### src/rtl/mul4_gen.sv
// Iterative multiple-of-STEP generator: latches k on start and forms k*STEP
// by adding STEP once per clock, reporting through a start/busy/done handshake.
module mul4_gen #(
  parameter int STEP  = 4,
  parameter int W_IN  = 4,
  parameter int W_OUT = 6
) (
  input  logic             clk,
  input  logic             rst,
  input  logic             start,
  input  logic [W_IN-1:0]  i,
  output logic             busy,
  output logic             done,
  output logic [W_OUT-1:0] o
);

  typedef enum logic [1:0] {
    IDLE = 2'd0,
    ADD  = 2'd1,
    DONE = 2'd2
  } state_t;

  localparam logic [W_OUT-1:0] STEP_W   = W_OUT'(STEP);
  localparam logic [W_IN-1:0]  CNT_ZERO = {W_IN{1'b0}};
  localparam logic [W_IN-1:0]  CNT_ONE  = W_IN'(1);
  localparam logic [W_OUT-1:0] ACC_ZERO = {W_OUT{1'b0}};

  state_t           state_q;
  logic [W_IN-1:0]  cnt_q;
  logic [W_OUT-1:0] acc_q;
  logic [W_OUT-1:0] o_q;
  logic             busy_q;
  logic             done_q;

  // Control FSM; busy/done are registered together with the state they decode.
  always_ff @(posedge clk) begin
    if (rst) begin
      state_q <= IDLE;
      cnt_q   <= CNT_ZERO;
      acc_q   <= ACC_ZERO;
      o_q     <= ACC_ZERO;
      busy_q  <= 1'b0;
      done_q  <= 1'b0;
    end else begin
      case (state_q)
        IDLE: begin
          if (start) begin
            cnt_q   <= i;
            acc_q   <= ACC_ZERO;
            state_q <= ADD;
            busy_q  <= 1'b1;
            done_q  <= 1'b0;
          end else begin
            state_q <= IDLE;
            busy_q  <= 1'b0;
            done_q  <= 1'b0;
          end
        end
        ADD: begin
          // Decrement only while non-zero, so cnt can never underflow.
          if (cnt_q == CNT_ZERO) begin
            o_q     <= acc_q;
            state_q <= DONE;
            busy_q  <= 1'b0;
            done_q  <= 1'b1;
          end else begin
            acc_q   <= acc_q + STEP_W;
            cnt_q   <= cnt_q - CNT_ONE;
            state_q <= ADD;
            busy_q  <= 1'b1;
            done_q  <= 1'b0;
          end
        end
        DONE: begin
          state_q <= IDLE;
          busy_q  <= 1'b0;
          done_q  <= 1'b0;
        end
        default: begin
          state_q <= IDLE;
          busy_q  <= 1'b0;
          done_q  <= 1'b0;
        end
      endcase
    end
  end

  assign busy = busy_q;
  assign done = done_q;
  assign o    = o_q;

endmodule
### config.mk
export PLATFORM = sky130hd
export DESIGN_NAME = mul4_gen
export DESIGN_NICKNAME = d
export VERILOG_FILES = /design/src/rtl/mul4_gen.sv
export SDC_FILE = /design/constraint.sdc
export NUM_CORES = 1
export LEC_CHECK = 0
export CAP_MARGIN = 0
export CELL_PAD_IN_SITES_DETAIL_PLACEMENT = 0
export CELL_PAD_IN_SITES_GLOBAL_PLACEMENT = 1
export CORE_MARGIN = 2
export CORE_UTILIZATION = 38
export DETAILED_ROUTE_END_ITERATION = 12
export GPL_TIMING_DRIVEN = 0
export PLACE_DENSITY_LB_ADDON = 0.08
export SLEW_MARGIN = 20
export SYNTH_ARGS = -nofsm -noshare
export SYNTH_HDL_FRONTEND = slang
export SYNTH_SLANG_ARGS = --single-unit
### constraint.sdc
create_clock -name clk -period 5 [get_ports clk]
set_input_delay 0.5 -clock clk [delete_from_list [all_inputs] [get_ports clk]]
set_output_delay 0.5 -clock clk [all_outputs]
set_load 0.1 [all_outputs]
== After elaboration in Yosys (flattened, before gate mapping) ==
Cells that the tools add are included.
Word-level totals
  input bits: 7
  logic and storage cells: 31
  flip-flop bits (word level): 20
  output and inout bits: 8
Operators by class
  muxes and demuxes: 13
  reductions and logical operators: 6
  equal/unequal tests: 3
  $add $sub $neg: 2
  bitwise gates (word level): 1
Operators by type and width (count)
  6-bit 2-to-1 mux: 2
  6-bit case mux with 2 select lines: 1
  4-bit 2-to-1 mux: 2
  4-bit case mux with 2 select lines: 1
  6-bit by 3-bit adder with 6-bit output, second input constant: 1
  4-bit logical NOT: 1
  1-bit 2-to-1 mux: 4
  2-bit != test, second input constant: 2
  2-bit case mux with 2 select lines: 1
  4-bit by 1-bit subtractor with 4-bit output, second input constant: 1
  3-bit AND reduction: 1
  2-bit by 1-bit equality test with 1-bit output, second input constant: 1
  2-bit logical NOT: 1
  2-bit 2-to-1 mux: 1
  1-bit case mux with 2 select lines: 1
  2-bit AND reduction: 1
  2-bit nonzero test: 1
  2-bit OR reduction: 1
  1-bit NOT: 1

== Longest topological paths before layout ==
Gate-level depths: netlist of the first run.
  depth in word-level cells: 3
  mapped depth: 6
  mapped depth without buffers: 6

== Least setup slack after synthesis of the first run ==
Ideal clock, no wire load.
  kind: reg-to-reg
  from: register state_q[0]
  to: register acc_q[5]
  arrival: 2.062 ns
  slack: 2.867 ns
  buffers on the path: 0
  stages on the path, launching flop included: 5
  setup time: 0.071 ns
  period minus slack after synthesis: 2.133 ns
  data required time: 4.929 ns
  cells stage by stage: dfxtp_1 o21bai_1 a21o_1 or4_1 a21oi_1
On the way
  longest elaborated chain between the ends: 3
  elaborated cells on any way between the ends: 7
  classes of those cells: eq/ne: 3; mux: 1; reduce/logical: 3
Ends and longest elaborated chain
  from (decl): RTL line 28  | state_t state_q;
  from (signal assigned): RTL line 38  | state_q <= IDLE;
  from (signal assigned): RTL line 50  | state_q <= ADD;
  from (signal assigned): RTL line 54  | state_q <= IDLE;
  2-bit by 1-bit equality test with 1-bit output / 2-bit logical NOT (equally long branches): RTL line 45  | case (state_q)
  2-bit != test (no line) / 2-bit nonzero test (equally long branches)
  3-bit AND reduction (no line)
  to (signal assigned): RTL line 67  | acc_q <= acc_q + STEP_W;
  to (decl): RTL line 30  | logic [W_OUT-1:0] acc_q;
Parallel ways exist; a longest one is shown, timed or not.
A chain may end at the register's enable or synchronous reset.

==> results of run 1 <==
-- worst max path at each step --
stage,from,to,slack [ns],cells past startpoint
final,state_q[0],busy,2.56,1
after global routing,state_q[0],busy,2.49,1
after CTS,state_q[0],busy,2.55,1
after detailed placement,state_q[0],busy,2.89,1
after global placement,state_q[0],busy,2.89,1
after floorplan,state_q[0],acc_q[5],2.87,4
-- state kept, by name, indices dropped and copies added, names as in the netlist --
register  flops
acc_q         4
cnt_q         4
done          1
o             4
state_q       2
-- layout make-up --
cell class              instances  area [um^2]  area share
repair buffers                 12          120       0.140
flip-flops and latches         15          300       0.350
inverters                       3         11.3      0.0131
clock buffers                   4         26.3      0.0307
plain buffers                   4         22.5      0.0263
multi-input cells              54          345       0.403
well taps                      25         31.3      0.0365
-- power breakdown --
| group | total, mW | leakage, nW | internal (mW) | switching [mW] |
|---|---|---|---|---|
| Sequential | 0.139 | 0.122 | 0.129 | 0.00946 |
| Clock | 0.0681 | 0.0150 | 0.0310 | 0.0371 |
| Combinational | 0.0960 | 0.190 | 0.0343 | 0.0617 |
| Total | 0.303 | 0.328 | 0.195 | 0.108 |
-- per-layer routing --
layer | GRT usage | wire length, um | vias up
met4 | 0.0686 | 13 | 0
met1 | 0.183 | 704 | 258
li1 | - | - | 297
met5 | 0 | 0 | -
met2 | 0.228 | 618 | 11
met3 | 0.0667 | 74 | 2
-- cells by family after synthesis --
| family | after synthesis |
|---|---|
| compound gates | 19 |
| xor+xnor | 1 |
| fa+ha+maj | 2 |
| buf+inv | 7 |
| flops | 15 |
| mux | 5 |
| other cells | 1 |
| simple gates | 25 |
-- synthesized netlist by cell type --
library cell	number	share of area
dfxtp_1	15	0.44
nor2_1	8	0.044
a21oi_1	6	0.044
o21ai_0	6	0.044
mux2i_1	5	0.074
inv_1	3	0.017
a211oi_1	2	0.022
and3_1	2	0.019
buf_4	2	0.022
clkbuf_1	2	0.011
ha_1	2	0.037
nand2_1	2	0.011
nand2b_1	2	0.019
nand3_1	2	0.015
a21o_1	1	0.011
a221oi_1	1	0.013
a31o_2	1	0.013
a32o_1	1	0.015
and2_0	1	0.0093
and2_1	1	0.0093
conb_1	1	0.0056
nand4b_1	1	0.013
nor2b_1	1	0.0093
nor3_1	1	0.0074
nor3_2	1	0.015
nor3b_1	1	0.011
nor4_1	1	0.0093
o21bai_1	1	0.011
or4_1	1	0.011
xnor2_1	1	0.013
-- metrics by stage --
step	instance area, um^2	cells	util
final	857	117	0.502
after detailed placement	831	113	0.486
after global placement	831	113	0.486
after floorplan	679	76	-
after CTS	857	117	0.502
after global routing	857	117	0.502
==> out/qor.csv, run 1 <==
metric,value,unit
status,completed,
power,0.303,mW
netlist_area,676,um^2
post-route-period-util,0.488,
final_net_count,102,
grt_max_degree,11,
cts.sinks,15,
first_pass_iters,4,
cts_max_path_buffers,2,
synth_top_family_by_area,simple AND/OR/NAND/NOR gates,
max-slew-margin-rel,0.352,
finalClockSkew,0.0107,ns
grt_pass1_wl,2230,um
muxShareOfSynthArea,0.0741,
grt_pass1_vias,499,
ys.warnings.count,0,
via_per_inst,4.85,
max-cap-violations,0,
area_delta_synth_final,26.9,%
rows,15,
synth-xor-area-share,0.0130,
max_freq,410,MHz
grt_antenna_before_repair,0,
avgSynthCellArea,9.01,um^2
tightest_slew,0.970,ns
rr_endpoint,acc_q[5],
finalSetupViolCount,0,
postCtsSetupRepairBufs,0,
clock_latency,0.29,ns
drive_above_1_share,0.0761,
portBuffers,12,
dieArea,2130,um^2
endpoint_kind,output pin,
r2r_slack,3.18,ns
yosys.area_share.adder,0.0370,
synth-seq-cells,15,
ys_types,30,
nFillCells,178,
slew_violations,0,
peakVddDrop,0.177,mV
htree_levels,1,
synth-compound-area-share,0.174,
dp_slack,2.89,ns
clockRootBuffer,clkbuf_4,
clk_pin_slew,0.09,ns
postCtsHoldBufs,0,
dp_hpwl,1010,um
finalWorstSetupSlack,2.56,ns
rsz0062_at_grt,no,
power_density,354,nW/um^2
initial_utilization,0.396,
mostFrequentLayoutCell,dfxtp_1,
worstSetupPathType,register to output pin,
worst_hold_slack,0.491,ns
cp-start-kind,register,
drt_iter0_markers,17,
die_h,46.2,um
hold_viol,0,
tns,0,ns
seq_area_frac_synth,0.444,
io_pins,15,
final_cell_mix,"dfxtp_1, clkdlybuf4s50_1, nor2_1",
path_buf_inv,1,
cp_cell_sequence,clkdlybuf4s50_1,
fin_crit,2.44,ns
min_path_cells,2,
cp.arrival,1.94,ns
reg2reg_from,cnt_q[0],
slowest_stage,clkdlybuf4s50_1,
critPathMaxStageDelay,1.18,ns
crit_fanout,7,
track_usage,0.151,
p_leak,0.328,nW
wl_per_cell,12.1,um
wirelength,1410,um
yosys.area_share.simple,0.202,
diodes,0,
die_width,46.2,um
hp-class,register to register,
drtAntennaViolNets,0,
core,1710,um^2
vias,568,
cp_top_family,buffers and inverters,
cts_resized,0,
hp-start,o[3],
drcViolationCount,0,
grt-ovfl-total,0,
postSynthCellCount,75,
ff2ff_path_depth,6,
numCtsBuffers,3,
critPathRequiredTime,4.50,ns
place_congestion,0.743,
whs_endpoint,o[3],
cts_tree,yes,
Power figures use the tool's default switching activity.
==> run 2, diff against run 1 <==
--- a/config.mk
+++ b/config.mk
@@ -9,7 +9,7 @@
 export CELL_PAD_IN_SITES_DETAIL_PLACEMENT = 0
 export CELL_PAD_IN_SITES_GLOBAL_PLACEMENT = 1
 export CORE_MARGIN = 2
-export CORE_UTILIZATION = 38
+export CORE_UTILIZATION = 35
 export DETAILED_ROUTE_END_ITERATION = 12
 export GPL_TIMING_DRIVEN = 0
 export PLACE_DENSITY_LB_ADDON = 0.08
==> constraint.sdc (replaced) <==
create_clock -name clk -period 2.4 [get_ports clk]
set_input_delay 0.24 -clock clk [delete_from_list [all_inputs] [get_ports clk]]
set_output_delay 0.24 -clock clk [all_outputs]
set_load 0.1 [all_outputs]
==> run 2 against run 1 <==
  * Register-to-register slack got worse by 2.6 ns
  * Critical path depth did not move
  * Largest cell class unchanged
  * Clock skew decreased by 0.0011 ns
  * Count of clock-buffer cells in the layout unchanged
  * Core utilization fell by 1.6 points
  * Die area grew 7.8%
  * Worst hold slack better by 0.0099 ns
  * Largest power group unchanged
  * Setup slack worse by 2.3 ns
  * Wire length is 2.1% higher
==> out/qor.csv, run 2 (same netlist as run 1, synthesis figures left out) <==
metric,value,unit
initial_utilization,0.383,
area_delta_synth_final,26.9,%
cp.arrival,1.90,ns
grt_pass1_vias,521,
final_cell_mix,"dfxtp_1, clkdlybuf4s50_1, nor2_1",
cp-startpoint,state_q[0],
final_net_count,102,
grt_pass1_wl,2280,um
via_per_inst,4.77,
cp_top_family,buffers and inverters,
wirelength,1440,um
clock_latency,0.28,ns
portBuffers,12,
dp_slack,0.543,ns
placed_area,831,um^2
p_leak,0.328,nW
cts_max_path_buffers,2,
cp-start-kind,register,
max_freq,466,MHz
finalClockSkew,0.00957,ns
power_density,739,nW/um^2
hold_viol,0,
hp-class,register to register,
wl_per_cell,12.3,um
worstSetupPathType,register to output pin,
finalSetupViolCount,0,
crit_fanout,7,
grt_antenna_before_repair,0,
core,1760,um^2
cts_resized,0,
io_pins,15,
hp-start,acc_q[3],
vias,558,
cp_cell_sequence,clkdlybuf4s50_1,
mostFrequentLayoutCell,dfxtp_1,
final_cells,117,
power,0.633,mW
peakVddDrop,0.384,mV
first_pass_iters,4,
tightest_slew,0.971,ns
max-slew-margin-rel,0.351,
grt_max_degree,11,
reg2reg_from,cnt_q[0],
drt_iter0_markers,18,
track_usage,0.146,
cts_tree,yes,
tns,0,ns
status,completed,
drcViolationCount,0,
place_congestion,0.745,
numCtsBuffers,3,
postCtsHoldBufs,0,
clockRootBuffer,clkbuf_4,
clk_pin_slew,0.09,ns
slowest_stage,clkdlybuf4s50_1,
worst_hold_slack,0.501,ns
finalWorstSetupSlack,0.256,ns
dpl.cell_count,113,
max-cap-violations,0,
fin_util,0.486,
dp_hpwl,1020,um
cts.sinks,15,
dieArea,2300,um^2
final_cell_area,857,um^2
nFillCells,178,
critPathMaxStageDelay,1.18,ns
diodes,0,
rows,15,
drtAntennaViolNets,0,
postCtsSetupRepairBufs,0,
endpoint_kind,output pin,
die_h,47.9,um
slew_violations,0,
drive_above_1_share,0.0761,
fin_crit,2.14,ns
grt-ovfl-total,0,
critPathRequiredTime,2.16,ns
htree_levels,1,
path_buf_inv,1,
post-route-period-util,0.893,
die_width,47.9,um
rsz0062_at_grt,no,
run 2: worst paths after layout:
check,slack (ns),end,cells after the start
setup / recovery,0.26,busy,1
hold / removal,0.50,acc_q[3],2
setup reg to reg,0.57,acc_q[5],6
hold reg to reg,0.50,acc_q[3],2
run 2: layout make-up:
class,count,area (um^2),area share
Timing Repair Buffer,12,120,0.140
Multi-Input combinational cell,54,345,0.403
Clock buffer,4,26.3,0.0307
Sequential cell,15,300,0.350
Tap cell,25,31.3,0.0365
Inverter,3,11.3,0.0131
Buffer,4,22.5,0.0263
run 2: where the power goes:
group	switching (mW)	leakage, nW	internal (mW)
Clock	0.0774	0.0150	0.0644
Sequential	0.0192	0.122	0.270
Combinational	0.131	0.190	0.0715
run 2: layer usage:
layer / track usage / wire length (um) / vias up / part of all wire
met5: 0 / 0 / - / 0
met4: 0.0649 / 14 / 0 / 0.0097
met3: 0.0340 / 47 / 2 / 0.033
met2: 0.208 / 621 / 10 / 0.43
met1: 0.207 / 756 / 248 / 0.53
li1: - / - / 298 / -
==> run 3, diff against run 2 <==
--- a/config.mk
+++ b/config.mk
@@ -5,14 +5,14 @@
 export SDC_FILE = /design/constraint.sdc
 export NUM_CORES = 1
 export LEC_CHECK = 0
-export CAP_MARGIN = 0
+export CAP_MARGIN = 20
 export CELL_PAD_IN_SITES_DETAIL_PLACEMENT = 0
 export CELL_PAD_IN_SITES_GLOBAL_PLACEMENT = 1
 export CORE_MARGIN = 2
 export CORE_UTILIZATION = 35
 export DETAILED_ROUTE_END_ITERATION = 12
 export GPL_TIMING_DRIVEN = 0
-export PLACE_DENSITY_LB_ADDON = 0.08
+export PLACE_DENSITY = 0.86
 export SLEW_MARGIN = 20
 export SYNTH_ARGS = -nofsm -noshare
 export SYNTH_HDL_FRONTEND = slang
==> run 3 against run 2 <==
  * Register-to-register slack about the same
  * Die area unchanged
  * Core utilization up 0.071 points
  * Flip-flop and latch count unchanged
  * Worst hold slack worse by 0.0084 ns
  * Highest routed layer unchanged
==> out/qor.csv, run 3 (same netlist as run 1, synthesis figures left out) <==
metric,value,unit
status,completed,
htree_levels,1,
critPathMaxStageDelay,1.18,ns
place_congestion,0.740,
peakVddDrop,0.352,mV
grt_pass1_vias,521,
hp-class,register to register,
path_buf_inv,1,
dieArea,2300,um^2
slowest_stage,clkdlybuf4s50_1,
multi_input_area,345,um^2
seq_area,300,um^2
path_depth,1,
crit_fanout,7,
grt-ovfl-total,0,
slew_violations,0,
final_cells,117,
initial_utilization,0.383,
tns,0,ns
postCtsHoldBufs,0,
dp_hpwl,982,um
core,1760,um^2
dp_slack,0.550,ns
numCtsBuffers,3,
die_h,47.9,um
final_net_count,102,
placed_area,831,um^2
max_freq,463,MHz
mostFrequentLayoutCell,dfxtp_1,
area_delta_synth_final,27.0,%
power_density,737,nW/um^2
drt_iter0_markers,9,
grt_pass1_wl,2230,um
ff2ff_path_depth,6,
finalSetupViolCount,0,
track_usage,0.142,
via_per_inst,4.83,
final_cell_area,858,um^2
cts.sinks,15,
critPathRequiredTime,2.16,ns
p_leak,0.330,nW
nFillCells,186,
post-route-period-util,0.900,
hold_viol,0,
cp_top_family,buffers and inverters,
wirelength,1380,um
fin_crit,2.16,ns
wl_per_cell,11.8,um
rows,15,
max-slew-margin-rel,0.352,
clockRootBuffer,clkbuf_4,
finalWorstSetupSlack,0.240,ns
drtAntennaViolNets,0,
clk_pin_slew,0.09,ns
finalClockSkew,0.00495,ns
cts_resized,0,
cts_tree,yes,
fin_util,0.487,
postCtsSetupRepairBufs,0,
diodes,0,
portBuffers,12,
cts_max_path_buffers,2,
first_pass_iters,4,
final_cell_mix,"dfxtp_1, clkdlybuf4s50_1, nor2_1",
rsz0062_at_grt,no,
drive_above_1_share,0.0870,
clock_latency,0.29,ns
endpoint_kind,output pin,
grt_max_degree,11,
io_pins,15,
tightest_slew,0.968,ns
drcViolationCount,0,
worstSetupPathType,register to output pin,
max-cap-violations,0,
cp.arrival,1.92,ns
min_path_cells,2,
grt_antenna_before_repair,0,
vias,565,
dpl.cell_count,113,
cp-start-kind,register,
die_width,47.9,um
cp_cell_sequence,clkdlybuf4s50_1,
## run 3: worst min-delay path: stages (launching register included)
cell      delay, ns
dfxtp_1        0.32
inv_1          0.07
a211oi_1       0.06
## run 3: final cells by class
cell class	count	area share
plain buffers	4	0.0262
clock buffers	3	0.0262
clock inverters	1	0.00583
inverters	3	0.0131
multi-input cells	54	0.402
flip-flops and latches	15	0.350
well taps	25	0.0364
repair buffers	12	0.140
## run 3: where the power goes
group,switching (mW),total (mW),internal [mW]
registers,0.0191,0.289,0.270
logic,0.127,0.198,0.0716
clock network,0.0839,0.146,0.0619
## run 3: metal layers
| metal | global-route usage | up-vias | part of all wire |
|---|---|---|---|
| li1 | - | 298 | - |
| met3 | 0.0340 | 3 | 0.047 |
| met2 | 0.224 | 15 | 0.44 |
| met4 | 0.0649 | 0 | 0.015 |
| met5 | 0 | - | 0 |
| met1 | 0.184 | 249 | 0.50 |
## run 3: final timing paths
path | startpoint | end | slack (ns)
worst max-delay path | state_q[0] | busy | 0.24
worst min-delay path | cnt_q[1] | cnt_q[1] | 0.49
worst max register to register | cnt_q[0] | acc_q[5] | 0.58
worst min register to register | cnt_q[1] | cnt_q[1] | 0.49
## run 3: metrics by stage
| stage | hold slack [ns] | power (mW) |
|---|---|---|
| floorplan | 0.324 | 0.446 |
| global placement | 0.475 | 0.492 |
| detailed placement | 0.485 | 0.495 |
| CTS | 0.501 | 0.640 |
| global route | 0.534 | 0.673 |
| finish | 0.492 | 0.633 |
